## src/rtl/drp_seq_pkg.sv

```systemverilog
// Shared definitions for the DRP read-modify-write sequencer.
//   - drp_state_e : FSM state encodings (also exported on state_out)
//   - STATE_W     : state encoding width
//   - IDX_W       : table index width (up to 16 entries)
//   - is_wait_state() : true for states that wait on drdy under a timeout
package drp_seq_pkg;

    localparam int STATE_W = 5;
    localparam int IDX_W   = 4;

    // Bit 3 marks per-entry wait states, bit 4 marks the final settle read.
    typedef enum logic [STATE_W-1:0] {
        ST_IDLE     = 5'd0,
        ST_RD       = 5'd1,
        ST_WR       = 5'd2,
        ST_VRF_RD   = 5'd3,
        ST_WAIT_RD  = 5'd9,
        ST_WAIT_WR  = 5'd10,
        ST_WAIT_VRF = 5'd11,
        ST_FIN_RD   = 5'd16,
        ST_WAIT_FIN = 5'd17
    } drp_state_e;

    function automatic logic is_wait_state(input drp_state_e s);
        return (s == ST_WAIT_RD) || (s == ST_WAIT_WR) ||
               (s == ST_WAIT_VRF) || (s == ST_WAIT_FIN);
    endfunction

endpackage

```

## src/rtl/drp_timeout_counter.sv

```systemverilog
// drdy wait counter for the DRP sequencer.
// Ports:
//   i_clk     : clock
//   i_rst_n   : synchronous active-low reset
//   i_clear   : zero the count (asserted whenever not waiting)
//   i_enable  : count one waiting cycle
//   o_expired : high during the TIMEOUT-th waiting cycle
module drp_timeout_counter #(
    parameter int TIMEOUT = 255
) (
    input  logic i_clk,
    input  logic i_rst_n,
    input  logic i_clear,
    input  logic i_enable,
    output logic o_expired
);

    localparam int CNT_W = (TIMEOUT > 1) ? $clog2(TIMEOUT) : 1;

    logic [CNT_W-1:0] r_cnt;

    // Count holds at TIMEOUT-1: the waiting cycle with that count is the
    // last one, so drdy seen there still counts as success upstream.
    assign o_expired = i_enable && (r_cnt == CNT_W'(TIMEOUT - 1));

    always_ff @(posedge i_clk) begin
        if (!i_rst_n || i_clear) begin
            r_cnt <= '0;
        end else if (i_enable && !o_expired) begin
            r_cnt <= r_cnt + 1'b1;
        end
    end

endmodule

```

## src/rtl/drp_rmw_sequencer.sv

```systemverilog
// DRP read-modify-write sequencer for clock-manager reconfiguration.
// For each table entry with a nonzero mask: read the register, merge the
// masked data bits, write back, wait for drdy. Ends with a settle read of
// FINAL_ADDR. A drdy timeout aborts the run with a sticky error.
//
// Optional build macro: DRP_VERIFY_EN adds a readback-verify read after
// every write; a masked mismatch aborts the run with an error.
//
// Ports:
//   clock, reset         : clock, synchronous active-low reset
//   start, enable_change : run request (accepted in IDLE when both high)
//   cfg_addr/mask/data   : entry table, entry i at slice i; hold while busy
//   drp_do, drdy         : DRP read data and ready
//   den, dwe, drst       : DRP strobe, write enable, reset-hold during writes
//   di, daddr            : DRP write data and address
//   busy, done           : run in progress, one-cycle success pulse
//   error, err_index     : sticky failure flag and failing entry index
//   last_rd              : per-entry value read before modification
//   state_out            : current FSM state encoding
module drp_rmw_sequencer
    import drp_seq_pkg::*;
#(
    parameter int                N_ENTRIES  = 3,
    parameter int                ADDR_W     = 7,
    parameter int                DATA_W     = 16,
    parameter logic [ADDR_W-1:0] FINAL_ADDR = 7'h00,
    parameter int                TIMEOUT    = 255
) (
    input  logic                          clock,
    input  logic                          reset,
    input  logic                          start,
    input  logic                          enable_change,
    input  logic [N_ENTRIES*ADDR_W-1:0]   cfg_addr,
    input  logic [N_ENTRIES*DATA_W-1:0]   cfg_mask,
    input  logic [N_ENTRIES*DATA_W-1:0]   cfg_data,
    input  logic [DATA_W-1:0]             drp_do,
    input  logic                          drdy,
    output logic                          den,
    output logic                          dwe,
    output logic                          drst,
    output logic [DATA_W-1:0]             di,
    output logic [ADDR_W-1:0]             daddr,
    output logic                          busy,
    output logic                          done,
    output logic                          error,
    output logic [3:0]                    err_index,
    output logic [N_ENTRIES*DATA_W-1:0]   last_rd,
    output logic [4:0]                    state_out
);

    drp_state_e                  r_state;
    drp_state_e                  w_next;
    logic [IDX_W-1:0]            r_idx;
    logic [DATA_W-1:0]           r_rd;
    logic [N_ENTRIES*DATA_W-1:0] r_last_rd;
    logic                        r_error;
    logic                        r_done;
    logic [3:0]                  r_err_idx;

    logic [IDX_W-1:0]  w_first_idx;
    logic [IDX_W-1:0]  w_nxt_idx;
    logic              w_first_ok;
    logic              w_nxt_ok;
    logic [ADDR_W-1:0] w_cur_addr;
    logic [ADDR_W-1:0] w_after_addr;
    logic [DATA_W-1:0] w_cur_mask;
    logic [DATA_W-1:0] w_cur_data;
    logic [DATA_W-1:0] w_merge;
    logic              w_in_wait;
    logic              w_tmo_clr;
    logic              w_expired;
    logic              w_accept;
    logic              w_adv;
    logic              w_timeout;
    logic              w_finish;
    logic              w_vrf_fail;

    // ------------------------------------------------------------------
    // Entry scan: first active entry overall, and first active entry
    // after the current one. Descending loop so the lowest index wins.
    // ------------------------------------------------------------------
    always_comb begin
        w_first_idx = '0;
        w_first_ok  = 1'b0;
        w_nxt_idx   = '0;
        w_nxt_ok    = 1'b0;
        for (int i = N_ENTRIES - 1; i >= 0; i--) begin
            if (cfg_mask[i*DATA_W +: DATA_W] != '0) begin
                w_first_idx = IDX_W'(i);
                w_first_ok  = 1'b1;
                if (i > int'(r_idx)) begin
                    w_nxt_idx = IDX_W'(i);
                    w_nxt_ok  = 1'b1;
                end
            end
        end
    end

    assign w_cur_addr   = cfg_addr[int'(r_idx)*ADDR_W +: ADDR_W];
    assign w_cur_mask   = cfg_mask[int'(r_idx)*DATA_W +: DATA_W];
    assign w_cur_data   = cfg_data[int'(r_idx)*DATA_W +: DATA_W];
    // Address of whatever follows the current entry: next active entry
    // or, once the table is exhausted, the settle read.
    assign w_after_addr = w_nxt_ok ? cfg_addr[int'(w_nxt_idx)*ADDR_W +: ADDR_W]
                                   : FINAL_ADDR;
    assign w_merge      = (r_rd & ~w_cur_mask) | (w_cur_data & w_cur_mask);

`ifdef DRP_VERIFY_EN
    logic w_vrf_bad;
    assign w_vrf_bad = |((drp_do ^ w_cur_data) & w_cur_mask);
`endif

    // ------------------------------------------------------------------
    // drdy timeout: cleared outside wait states, so every wait starts at 0
    // ------------------------------------------------------------------
    assign w_in_wait = is_wait_state(r_state);
    assign w_tmo_clr = ~w_in_wait;

    drp_timeout_counter #(
        .TIMEOUT (TIMEOUT)
    ) u_tmo (
        .i_clk     (clock),
        .i_rst_n   (reset),
        .i_clear   (w_tmo_clr),
        .i_enable  (w_in_wait),
        .o_expired (w_expired)
    );

    // ------------------------------------------------------------------
    // FSM
    // ------------------------------------------------------------------
    always_ff @(posedge clock) begin
        if (!reset) begin
            r_state <= ST_IDLE;
        end else begin
            r_state <= w_next;
        end
    end

    always_comb begin
        w_next     = r_state;
        w_accept   = 1'b0;
        w_adv      = 1'b0;
        w_timeout  = 1'b0;
        w_finish   = 1'b0;
        w_vrf_fail = 1'b0;
        den        = 1'b0;
        dwe        = 1'b0;
        drst       = 1'b0;
        di         = r_rd;
        daddr      = w_cur_addr;
        busy       = (r_state != ST_IDLE);

        case (r_state)
            ST_IDLE: begin
                if (start && enable_change) begin
                    w_accept = 1'b1;
                    w_next   = w_first_ok ? ST_RD : ST_FIN_RD;
                end
            end
            ST_RD: begin
                den    = 1'b1;
                w_next = ST_WAIT_RD;
            end
            ST_WAIT_RD: begin
                if (drdy) begin
                    w_next = ST_WR;
                end else if (w_expired) begin
                    w_timeout = 1'b1;
                    w_next    = ST_IDLE;
                end
            end
            ST_WR: begin
                den    = 1'b1;
                dwe    = 1'b1;
                drst   = 1'b1;
                di     = w_merge;
                w_next = ST_WAIT_WR;
            end
            ST_WAIT_WR: begin
                drst = 1'b1;
`ifdef DRP_VERIFY_EN
                // Verify read still targets this entry.
                daddr = w_cur_addr;
                if (drdy) begin
                    w_next = ST_VRF_RD;
                end else if (w_expired) begin
                    w_timeout = 1'b1;
                    w_next    = ST_IDLE;
                end
`else
                daddr = w_after_addr;
                if (drdy) begin
                    w_adv  = 1'b1;
                    w_next = w_nxt_ok ? ST_RD : ST_FIN_RD;
                end else if (w_expired) begin
                    w_timeout = 1'b1;
                    w_next    = ST_IDLE;
                end
`endif
            end
`ifdef DRP_VERIFY_EN
            ST_VRF_RD: begin
                den    = 1'b1;
                w_next = ST_WAIT_VRF;
            end
            ST_WAIT_VRF: begin
                daddr = w_after_addr;
                if (drdy) begin
                    if (w_vrf_bad) begin
                        w_vrf_fail = 1'b1;
                        w_next     = ST_IDLE;
                    end else begin
                        w_adv  = 1'b1;
                        w_next = w_nxt_ok ? ST_RD : ST_FIN_RD;
                    end
                end else if (w_expired) begin
                    w_timeout = 1'b1;
                    w_next    = ST_IDLE;
                end
            end
`endif
            ST_FIN_RD: begin
                den    = 1'b1;
                daddr  = FINAL_ADDR;
                w_next = ST_WAIT_FIN;
            end
            ST_WAIT_FIN: begin
                daddr = FINAL_ADDR;
                if (drdy) begin
                    w_finish = 1'b1;
                    w_next   = ST_IDLE;
                end else if (w_expired) begin
                    w_timeout = 1'b1;
                    w_next    = ST_IDLE;
                end
            end
            default: begin
                w_next = ST_IDLE;
            end
        endcase
    end

    // ------------------------------------------------------------------
    // Datapath: index, read capture, status
    // ------------------------------------------------------------------
    always_ff @(posedge clock) begin
        if (!reset) begin
            r_idx     <= '0;
            r_rd      <= '0;
            r_last_rd <= '0;
            r_error   <= 1'b0;
            r_err_idx <= '0;
            r_done    <= 1'b0;
        end else begin
            r_done <= w_finish;

            if (w_accept) begin
                r_error   <= 1'b0;
                r_err_idx <= '0;
                r_idx     <= w_first_idx;
            end

            if (w_adv && w_nxt_ok) begin
                r_idx <= w_nxt_idx;
            end

            if (r_state == ST_WAIT_RD && drdy) begin
                r_rd                                    <= drp_do;
                r_last_rd[int'(r_idx)*DATA_W +: DATA_W] <= drp_do;
            end

            // The settle read reports N_ENTRIES as its index.
            if (w_timeout || w_vrf_fail) begin
                r_error   <= 1'b1;
                r_err_idx <= (r_state == ST_WAIT_FIN) ? 4'(N_ENTRIES) : r_idx;
            end
        end
    end

    assign done      = r_done;
    assign error     = r_error;
    assign err_index = r_err_idx;
    assign last_rd   = r_last_rd;
    assign state_out = r_state;

endmodule

```

## config.mk

```make
export PLATFORM = sky130hd
export DESIGN_NAME = drp_rmw_sequencer
export DESIGN_NICKNAME = d
export VERILOG_FILES = /design/src/rtl/drp_seq_pkg.sv /design/src/rtl/drp_timeout_counter.sv /design/src/rtl/drp_rmw_sequencer.sv
export SDC_FILE = /design/constraint.sdc
export NUM_CORES = 1
export LEC_CHECK = 0
export BUFFER_PORTS_ARGS = -buffer_cell sky130_fd_sc_hd__buf_2
export CAP_MARGIN = 20
export CORE_MARGIN = 3
export CORE_UTILIZATION = 45
export CTS_BUF_LIST = sky130_fd_sc_hd__clkbuf_2 sky130_fd_sc_hd__clkbuf_4 sky130_fd_sc_hd__clkbuf_8
export CTS_CLUSTER_DIAMETER = 200
export CTS_CLUSTER_SIZE = 28
export DETAILED_ROUTE_END_ITERATION = 6
export HOLD_SLACK_MARGIN = 0.06
export MAX_ROUTING_LAYER = met4
export PLACE_DENSITY_LB_ADDON = 0.05
export SLEW_MARGIN = 20
export SYNTH_ARGS = -nofsm -noshare
export SYNTH_HDL_FRONTEND = slang
export SYNTH_SLANG_ARGS = --single-unit
```

## constraint.sdc

```tcl
create_clock -name clock -period 3.4 [get_ports clock]
set_input_delay 0.17 -clock clock [delete_from_list [all_inputs] [get_ports clock]]
set_output_delay 0.17 -clock clock [all_outputs]
set_load 0.02 [all_outputs]
```

==> flow_metrics.py, run 1 <==
metrics = {
    "run_status": {
        "status": "complete, no violations",
    },
    "critical_path": {
        "crit_type": "register to output pin",
        "worstPathRequired_ps": 3230,
        "cp.arrival_ps": 2650,
        "endpoint_kind": "output pin",
        "start_kind": "register",
        "cp_max_fo": 19,
    },
    "global_route": {
        "grt_max_degree": 70,
        "met1_usage": 0.322,
        "grt_first_pass_wirelength_um": 25100,
        "grt.total_usage": 0.275,
        "top_usage_layer": "met2",
        "grt_use_met2": 0.488,
        "grt_antenna_before_repair": 0,
        "grt_pass1_vias": 5120,
        "gr-total-overflow": 0,
        "grt_use_met3": 0.0456,
    },
    "timing": {
        "fin_tns_setup_ps": 0,
        "fin_crit_ps": 2820,
        "rsz0062_at_grt": "no",
        "max_freq_ghz": 0.354,
        "period_share": 0.831,
        "finClkSkew_ps": 13.7,
        "drv_slew": 0,
        "setup_viol": 0,
        "maxSlewHeadroom": 0.351,
        "tightest_slew_ps": 969,
        "hold_violations": 0,
    },
    "layout": {
        "nFillCells": 983,
        "area_delta_synth_final_pct": 28.3,
        "fin_cells": 974,
        "insertedDiodeCount": 0,
        "fin_util": 0.607,
        "nets": 982,
        "drive_above_1_share": 0.304,
    },
    "cts": {
        "hold_buffers": 0,
        "cts_tree": "done",
        "ctsResizeCount": 0,
        "clk_pin_slew_worst_paths_ps": 90,
        "numCtsBuffers": 9,
        "worstSkewPairLatency_ps": 350,
        "clockBufferDepth": 2,
        "post_cts_buffers": 0,
        "htreeDepth": 3,
        "clock-sinks": 83,
        "clock-root-buffer": "clkbuf_8",
    },
    "floorplan": {
        "die_h_um": 109,
        "core_mm2": 0.0100,
        "initial_core_util": 0.474,
        "die_area_mm2": 0.0118,
        "io-pin-count": 224,
        "die_w_um": 109,
        "fp-row-count": 36,
    },
    "routing": {
        "num_vias": 5477,
        "wl_um": 16700,
        "drc": 0,
        "final_antenna_net_count": 0,
        "drt-initial-drc-count": 366,
        "wire_per_inst_um": 17.1,
        "vias_per_cell": 5.62,
        "dr.pass1.iters": 5,
    },
    "synth": {
        "synthCells": 650,
        "synthDistinctLibCells": 52,
        "avgSynthCellArea_um2": 7.32,
        "yosysSeqAreaShare": 0.349,
        "synth_edf_count": 0,
        "synthArstFlopShare": 0,
        "synth-seq-cells": 83,
        "yosysWarnings": 0,
        "ys_dominant_reg_cell": "dfxtp_1",
        "netlist_area_mm2": 0.00476,
    },
    "placement": {
        "portBuffers": 221,
        "post-place-cells": 959,
        "hpwl_um": 12700,
        "gp_congestion": 0.927,
    },
    "min_path": {
        "min_path_type": "input port to register",
    },
    "pwr": {
        "cellPowerDensity_mw_per_mm2": 332,
        "ir_drop_mv": 0.273,
        "leakagePower_nw": 2.55,
    },
    "run": {
        "drv_cap": 0,
    },
}
[critical path, cell delays in order (launching register included)]
cell,delay [ps]
dfxtp_2,670
inv_1,170
ha_1,260
inv_1,150
a41oi_1,110
nand3b_1,420
o21ai_0,310
buf_2,210
[where the power goes]
part / internal, mW / switching, mW / total (mW)
Combinational: 0.0878 / 0.113 / 0.201
Clock: 0.486 / 0.365 / 0.851
Sequential: 0.972 / 0.00437 / 0.977
[cells in the final DEF (no fill, tap or decap), types with 4 or more instances in the layout]
| master | instances |
|---|---|
| a21oi_1 | 104 |
| mux2i_1 | 39 |
| buf_2 | 221 |
| a31oi_1 | 17 |
| a22oi_1 | 7 |
| inv_1 | 16 |
| nor2_1 | 30 |
| a211oi_1 | 4 |
| and3_1 | 4 |
| nor4_1 | 14 |
| dfxtp_1 | 82 |
| buf_4 | 5 |
| and2_1 | 5 |
| nand2_1 | 115 |
| o21ai_0 | 35 |
| clkbuf_8 | 9 |
| nand4_1 | 12 |
| ha_1 | 7 |
| nand3_1 | 50 |
| nor3_1 | 5 |
| nand2b_1 | 4 |
[layer usage]
metal | vias up | part of all wire
li1 | 2688 | -
met1 | 2518 | 0.42
met2 | 243 | 0.49
met3 | 28 | 0.073
met4 | 0 | 0.016
met5 | - | 0
[registers in the layout, summed over array words and instances, names as in the netlist]
| name | flops |
|---|---|
| last_rd | 48 |
| r_rd | 16 |
| u_tmo.r_cnt | 8 |
| state_out | 5 |
| err_index | 2 |
| r_idx | 2 |
| done | 1 |
| error | 1 |
[area by class of cell]
class,instances,area [um^2],share of cell area
Inverter,17,65.1,0.0107
Sequential cell,83,1660,0.273
Clock buffer,9,124,0.0203
Clock inverter,6,115,0.0189
Tap cell,133,166,0.0273
Timing Repair Buffer,226,1140,0.187
Multi-Input combinational cell,500,2830,0.463
[per-stage QoR]
stage	cell area [um^2]	power, mW	hold slack, ps	worst slack (ps)
final	6100	2.03	108	575
after global placement	5860	1.19	435	1070
after floorplan	4760	1.07	306	889
after CTS	6100	2.04	89.5	574
after global routing	6100	2.10	92.3	397
after detailed placement	5860	1.20	443	969
[synth_stat cells (all sizes together) (16+ instances only)]
library cell,instances,area share
mux2i,39,0.082
clkbuf,34,0.027
nor2,30,0.024
inv,16,0.013
nand2,115,0.091
dfxtp,83,0.35
nor4,16,0.024
buf,18,0.020
a31oi,17,0.022
a21oi,104,0.11
o21ai,36,0.038
nand3,50,0.053
[cell families (layout without fill, tap and decap cells)]
logic type | after synthesis | in the layout | share of synthesized area
compound gates | 187 | 187 | 0.222
xor+xnor | 4 | 4 | 0.00737
fa+ha+maj | 7 | 7 | 0.0184
buf+inv | 69 | 258 | 0.0605
flops | 83 | 83 | 0.349
mux | 40 | 40 | 0.0844
other cells | 1 | 3 | 0.000788
simple gates | 259 | 259 | 0.257
[worst paths after layout]
path | startpoint | end | slack, ps | cells past startpoint
hold / removal | drp_do[1] | last_rd[33] | 110 | 3
setup / recovery | r_idx[1] | daddr[2] | 580 | 7
setup reg to reg | state_out[0] | last_rd[26] | 940 | 5
hold reg to reg | last_rd[29] | last_rd[29] | 460 | 2
Note: power is estimated with default switching activity, not from simulation.
==> inputs of run 2 (changes only) <==
--- a/config.mk
+++ b/config.mk
@@ -5,10 +5,11 @@
 export SDC_FILE = /design/constraint.sdc
 export NUM_CORES = 1
 export LEC_CHECK = 0
+export ABC_AREA = 1
 export BUFFER_PORTS_ARGS = -buffer_cell sky130_fd_sc_hd__buf_2
 export CAP_MARGIN = 20
 export CORE_MARGIN = 3
-export CORE_UTILIZATION = 45
+export CORE_UTILIZATION = 44
 export CTS_BUF_LIST = sky130_fd_sc_hd__clkbuf_2 sky130_fd_sc_hd__clkbuf_4 sky130_fd_sc_hd__clkbuf_8
 export CTS_CLUSTER_DIAMETER = 200
 export CTS_CLUSTER_SIZE = 28
==> constraint.sdc (replaced) <==
create_clock -name clock -period 2.5 [get_ports clock]
set_input_delay 0.125 -clock clock [delete_from_list [all_inputs] [get_ports clock]]
set_output_delay 0.125 -clock clock [all_outputs]
set_load 0.02 [all_outputs]
==> run 2 against run 1 <==
Effect of this change: design area up 3.5%; setup slack worse by 360 ps; non-clock buffer count up 9; core utilization down 2.7 points; die area up 5.9%; routed wire length up 8.0%; global-route usage up 1.0 points; power up 32%; critical path depth down 1; final cell count up 14%; largest cell class unchanged; largest power group unchanged.
==> flow_metrics.py, run 2 <==
metrics = {
    "global_route": {
        "grt.total_usage": 0.285,
        "gr-total-overflow": 0,
        "grt_antenna_before_repair": 1,
        "grt_first_pass_wirelength_um": 28300,
        "grt_max_degree": 55,
        "grt_pass1_vias": 5596,
    },
    "timing": {
        "rsz0062_at_grt": "no",
        "tightest_slew_ps": 922,
        "hold_violations": 0,
        "maxSlewHeadroom": 0.384,
        "period_share": 0.915,
        "finClkSkew_ps": 12.2,
        "timing.hold.ws_ps": 85.5,
        "drv_slew": 0,
        "fin_tns_setup_ps": 0,
        "setup_viol": 0,
        "max_freq_ghz": 0.437,
        "fin_crit_ps": 2290,
    },
    "synth": {
        "yosys-top-cells-area": "dfxtp_1 34%, nand2_1 14%, a21oi_1 10%",
        "yosysTopAreaCell": "dfxtp_1",
        "ys_dominant_reg_cell": "dfxtp_1",
        "synth-seq-cells": 83,
        "yosys-top-cells-count": "180 x nand2_1, 99 x a21oi_1, 89 x nor2_1",
        "yosysWarnings": 0,
        "synth_top_area_share": 0.336,
        "avgSynthCellArea_um2": 6.48,
        "yosysSeqAreaShare": 0.336,
        "synth_edf_count": 0,
        "synthDistinctLibCells": 34,
        "synthArstFlopShare": 0,
        "netlist_area_mm2": 0.00494,
        "yosysMostFrequentCell": "nand2_1",
        "synthCells": 762,
    },
    "min_path": {
        "min_path_type": "input port to register",
    },
    "cts": {
        "clock-root-buffer": "clkbuf_8",
        "cts_tree": "done",
        "clk_pin_slew_worst_paths_ps": 80,
        "clockBufferDepth": 2,
        "worstSkewPairLatency_ps": 360,
        "htreeDepth": 3,
        "numCtsBuffers": 9,
        "clock-sinks": 83,
        "post_cts_buffers": 0,
    },
    "routing": {
        "wl_um": 18000,
        "final_antenna_net_count": 0,
        "drc": 0,
        "wire_per_inst_um": 16.2,
        "drt-initial-drc-count": 542,
        "dr.pass1.iters": 6,
        "vias_per_cell": 5.43,
        "num_vias": 6022,
    },
    "run": {
        "drv_cap": 0,
    },
    "layout": {
        "nets": 1110,
        "drive_above_1_share": 0.281,
        "nFillCells": 1116,
        "final_common_cell": "buf_2",
        "fin_cells": 1110,
        "design_area_mm2": 0.00632,
        "area_delta_synth_final_pct": 27.9,
        "final_cell_mix": "221 x buf_2, 179 x nand2_1, 99 x a21oi_1",
        "multi_input_area_mm2": 0.00288,
        "largest_reg_flops": 48,
        "regArea_mm2": 0.00166,
    },
    "placement": {
        "hpwl_um": 13700,
        "portBuffers": 221,
        "post-place-cells": 1090,
        "dpl-instance-area_mm2": 0.00607,
        "gp_congestion": 0.985,
    },
    "floorplan": {
        "die_area_mm2": 0.0125,
        "fp-row-count": 38,
        "die_h_um": 112,
        "initial_core_util": 0.454,
        "die_w_um": 112,
        "core_mm2": 0.0109,
        "io-pin-count": 224,
    },
    "pwr": {
        "power_frac_seq": 0.495,
        "internal_power_mw": 1.94,
        "clock_power_share": 0.347,
        "cellPowerDensity_mw_per_mm2": 424,
        "ir_drop_mv": 0.450,
        "leakagePower_nw": 3.10,
        "power_switching_mw": 0.737,
        "power.share.switching": 0.275,
        "power_frac_comb": 0.157,
    },
    "critical_path": {
        "cp.arrival_ps": 2160,
        "endpoint_kind": "output pin",
        "crit_type": "register to output pin",
        "worstPathRequired_ps": 2380,
        "cp_max_fo": 20,
        "start_kind": "register",
    },
    "run_status": {
        "status": "complete, no violations",
    },
}
run 2: changes by cell type in the layout (fill, tap and decap cells not counted), moves of 7 or more:
cell / before / now
o21ai_0: 35 / 75
a22oi_1: 7 / 0
inv_1: 16 / 38
nor4_1: 14 / 0
nor2_1: 30 / 89
nand4_1: 12 / 29
mux2i_1: 39 / 0
nand2_1: 115 / 179
a2bb2oi_1: 0 / 16
run 2: power groups by stage:
| stage | combinational (mW) | sequential [mW] | clock (mW) |
|---|---|---|---|
| after floorplan | 0.205 | 1.36 | 0 |
| after global placement | 0.409 | 1.36 | 0 |
| after detailed placement | 0.410 | 1.36 | 0 |
| after CTS | 0.417 | 1.33 | 0.944 |
| after global routing | 0.465 | 1.33 | 1.00 |
| final | 0.421 | 1.33 | 0.929 |
run 2: worst paths after layout:
kind                startpoint           to  slack (ps)  depth (start not counted)
setup reg to reg      r_idx[0]  last_rd[26]         510                          7
setup / recovery  state_out[4]        di[7]         210                          6
hold / removal      drp_do[14]  last_rd[14]          90                          3
hold reg to reg    last_rd[27]  last_rd[27]         460                          2
run 2: layout make-up:
type | instances | share of cell area
Inverter | 48 | 0.0305
Sequential cell | 83 | 0.263
Antenna cell | 1 | 0.000396
Multi-Input combinational cell | 588 | 0.456
Clock inverter | 6 | 0.00911
Timing Repair Buffer | 235 | 0.194
Tap cell | 140 | 0.0277
Clock buffer | 9 | 0.0196
run 2: cell families after synthesis:
| logic type | after synthesis | share of synthesized area |
|---|---|---|
| adders and majority gates | 7 | 0.0177 |
| and+or+nand+nor | 365 | 0.327 |
| xor gates and xnor gates | 3 | 0.00532 |
| buffers and inverters | 93 | 0.0838 |
| AOI/OAI and AO/OA | 210 | 0.229 |
| other | 1 | 0.000759 |
| DFF | 83 | 0.336 |
run 2: repair_timing:
item,CTS,global route
endpoints found under the setup margin,0,18
hold endpoints to repair,4,0
hold buffers,4,0
gates resized for setup,0,5
run 2: stage by stage:
step / power (mW) / util / setup slack [ps]
floorplan: 1.56 / - / 434
global placement: 1.77 / 0.558 / 522
detailed placement: 1.77 / 0.558 / 499
CTS: 2.69 / 0.578 / 99.7
global route: 2.79 / 0.580 / 7.74
finish: 2.68 / 0.580 / 211
run 2: layer usage:
metal  track usage  vias up  routed length, um
li1              -     2967                  -
met1         0.369     2765               7700
met2         0.451      261               8350
met3        0.0527       29               1500
met4        0.0970        0                433
met5             -        -                  0
run 2: worst max-delay path, cell delays in order, from the launching register on:
cell	delay [ps]
dfxtp_1	520
inv_1	100
nand3_1	210
clkinvlp_4	370
buf_4	270
a31oi_1	150
buf_2	190
==> inputs of run 3 (changes only) <==
--- a/config.mk
+++ b/config.mk
@@ -8,6 +8,7 @@
 export ABC_AREA = 1
 export BUFFER_PORTS_ARGS = -buffer_cell sky130_fd_sc_hd__buf_2
 export CAP_MARGIN = 20
+export CORE_ASPECT_RATIO = 1.2
 export CORE_MARGIN = 3
 export CORE_UTILIZATION = 44
 export CTS_BUF_LIST = sky130_fd_sc_hd__clkbuf_2 sky130_fd_sc_hd__clkbuf_4 sky130_fd_sc_hd__clkbuf_8
==> run 3 against run 2 <==
Effect of this change: design area is 0.34% higher; sequential power barely moved; power is 1.2% higher; combinational power rose by 1%; global-route usage rose by 0.43 points; sequential cell count is the same; largest cell class unchanged; largest power group unchanged; sequential share of layout area is 0.088 points lower; non-clock buffer count increased by 5; first-iteration DRC count decreased by 36%; register-to-register slack better by 110 ps; clock skew shrank 2.4 ps; worst hold slack lost 17 ps.
==> flow_metrics.py, run 3 (same netlist as run 2, synthesis figures left out) <==
metrics = {
    "timing": {
        "drv_slew": 0,
        "setup_viol": 0,
        "finClkSkew_ps": 9.85,
        "max_freq_ghz": 0.420,
        "timing.hold.ws_ps": 68.8,
        "period_share": 0.953,
        "rsz0062_at_grt": "no",
        "tightest_slew_ps": 524,
        "fin_tns_setup_ps": 0,
        "hold_violations": 0,
        "maxSlewHeadroom": 0.651,
        "fin_crit_ps": 2380,
    },
    "layout": {
        "design_area_mm2": 0.00634,
        "final_cell_mix": "221 x buf_2, 180 x nand2_1, 99 x a21oi_1",
        "nets": 1115,
        "largest_reg_flops": 48,
        "insertedDiodeCount": 0,
        "drive_above_1_share": 0.281,
        "area_delta_synth_final_pct": 28.3,
        "final_common_cell": "buf_2",
    },
    "critical_path": {
        "crit_type": "register to output pin",
        "max_stage_delay_ps": 340,
        "start_kind": "register",
        "worstPathRequired_ps": 2380,
        "worst-path-stages": 8,
        "crit_slowest_cell": "dfxtp_1",
        "cp_max_fo": 32,
        "crit_buf_inv": 3,
        "critPathTopFamily": "buffers and inverters",
        "crit_top_cell": "buf_4",
        "r2r_cells": 8,
        "cp.arrival_ps": 2260,
        "endpoint_kind": "output pin",
        "cp_cell_sequence": "buf_4, nor2_2, buf_4, nand2_1, o21ai_0, a21oi_1, a31oi_1, buf_2",
    },
    "placement": {
        "gp_congestion": 0.992,
        "dpl-instance-area_mm2": 0.00609,
        "hpwl_um": 14000,
        "portBuffers": 221,
    },
    "global_route": {
        "grt_pass1_vias": 5731,
        "gr-total-overflow": 0,
        "grt_first_pass_wirelength_um": 27800,
        "grt_max_degree": 48,
        "grt.total_usage": 0.290,
        "grt_antenna_before_repair": 0,
    },
    "cts": {
        "clock-root-buffer": "clkbuf_8",
        "htreeDepth": 3,
        "numCtsBuffers": 9,
        "clockBufferDepth": 2,
        "post_cts_buffers": 0,
        "clk_pin_slew_worst_paths_ps": 100,
        "clock-sinks": 83,
        "worstSkewPairLatency_ps": 360,
        "cts_tree": "done",
    },
    "floorplan": {
        "die_h_um": 122,
        "initial_core_util": 0.461,
        "core_mm2": 0.0107,
        "io-pin-count": 224,
        "fp-row-count": 41,
        "die_w_um": 103,
        "die_area_mm2": 0.0125,
    },
    "routing": {
        "wl_um": 18000,
        "vias_per_cell": 5.54,
        "drt-initial-drc-count": 347,
        "final_antenna_net_count": 0,
        "wire_per_inst_um": 16.3,
        "drc": 0,
        "num_vias": 6115,
        "dr.pass1.iters": 5,
    },
    "pwr": {
        "leakagePower_nw": 3.13,
        "cellPowerDensity_mw_per_mm2": 427,
        "ir_drop_mv": 0.380,
    },
    "run": {
        "drv_cap": 0,
    },
    "run_status": {
        "status": "complete, no violations",
    },
    "min_path": {
        "hold_depth": 3,
        "min_path_type": "input port to register",
    },
}
==> run 3: worst paths after layout <==
| check | start | endpoint | slack, ps |
|---|---|---|---|
| max | r_idx[0] | di[5] | 120 |
| min | drp_do[8] | r_rd[8] | 70 |
| max reg2reg | state_out[3] | last_rd[6] | 620 |
| min reg2reg | error | error | 470 |
==> run 3: final cells by class <==
class / count / area, um^2
clock buffer: 10 / 138
clock inverter: 6 / 55.1
fill: 1093 / 4380
inverter: 48 / 185
multi-input combinational: 588 / 2880
sequential: 83 / 1660
tap: 129 / 161
timing repair buffer: 240 / 1260
==> run 3: per-layer routing <==
| metal | track usage | vias to the layer above | share of wire | wire, um |
|---|---|---|---|---|
| li1 | - | 2980 | - | - |
| met1 | 0.359 | 2813 | 0.41 | 7370 |
| met2 | 0.470 | 285 | 0.49 | 8870 |
| met3 | 0.0372 | 37 | 0.071 | 1270 |
| met4 | 0.125 | 0 | 0.028 | 499 |
| met5 | - | - | 0 | 0 |
==> run 3: power by group <==
group          total [mW]  switching (mW)  internal (mW)
Clock               0.959           0.549          0.409
Sequential           1.33         0.00263           1.32
Combinational       0.425           0.254          0.171
==> run 3: stage by stage <==
step / setup slack [ps] / utilization / instances / total power, mW
final: 119 / 0.591 / 1104 / 2.71
after global routing: 3.38 / 0.591 / 1104 / 2.83
after detailed placement: 533 / 0.568 / 1083 / 1.77
after CTS: 119 / 0.591 / 1104 / 2.72
after floorplan: 434 / - / 764 / 1.56
after global placement: 552 / 0.568 / 1083 / 1.76
==> run 3: repair_timing <==
| item | 4_1_cts | 5_1_grt |
|---|---|---|
| setup endpoints to repair | 0 | 6 |
| gates resized for setup | 0 | 1 |
| hold buffers | 5 | 0 |
| endpoints found under the hold margin | 8 | 0 |
==> run 3: worst reg2reg max path, cell delays in order (launching register included) <==
cell	delay, ps
dfxtp_1	410
nand2_2	90
nor2_4	140
nand2_4	90
nor2_8	290
inv_4	180
nor2_8	330
o21ai_0	160
a21oi_1	130
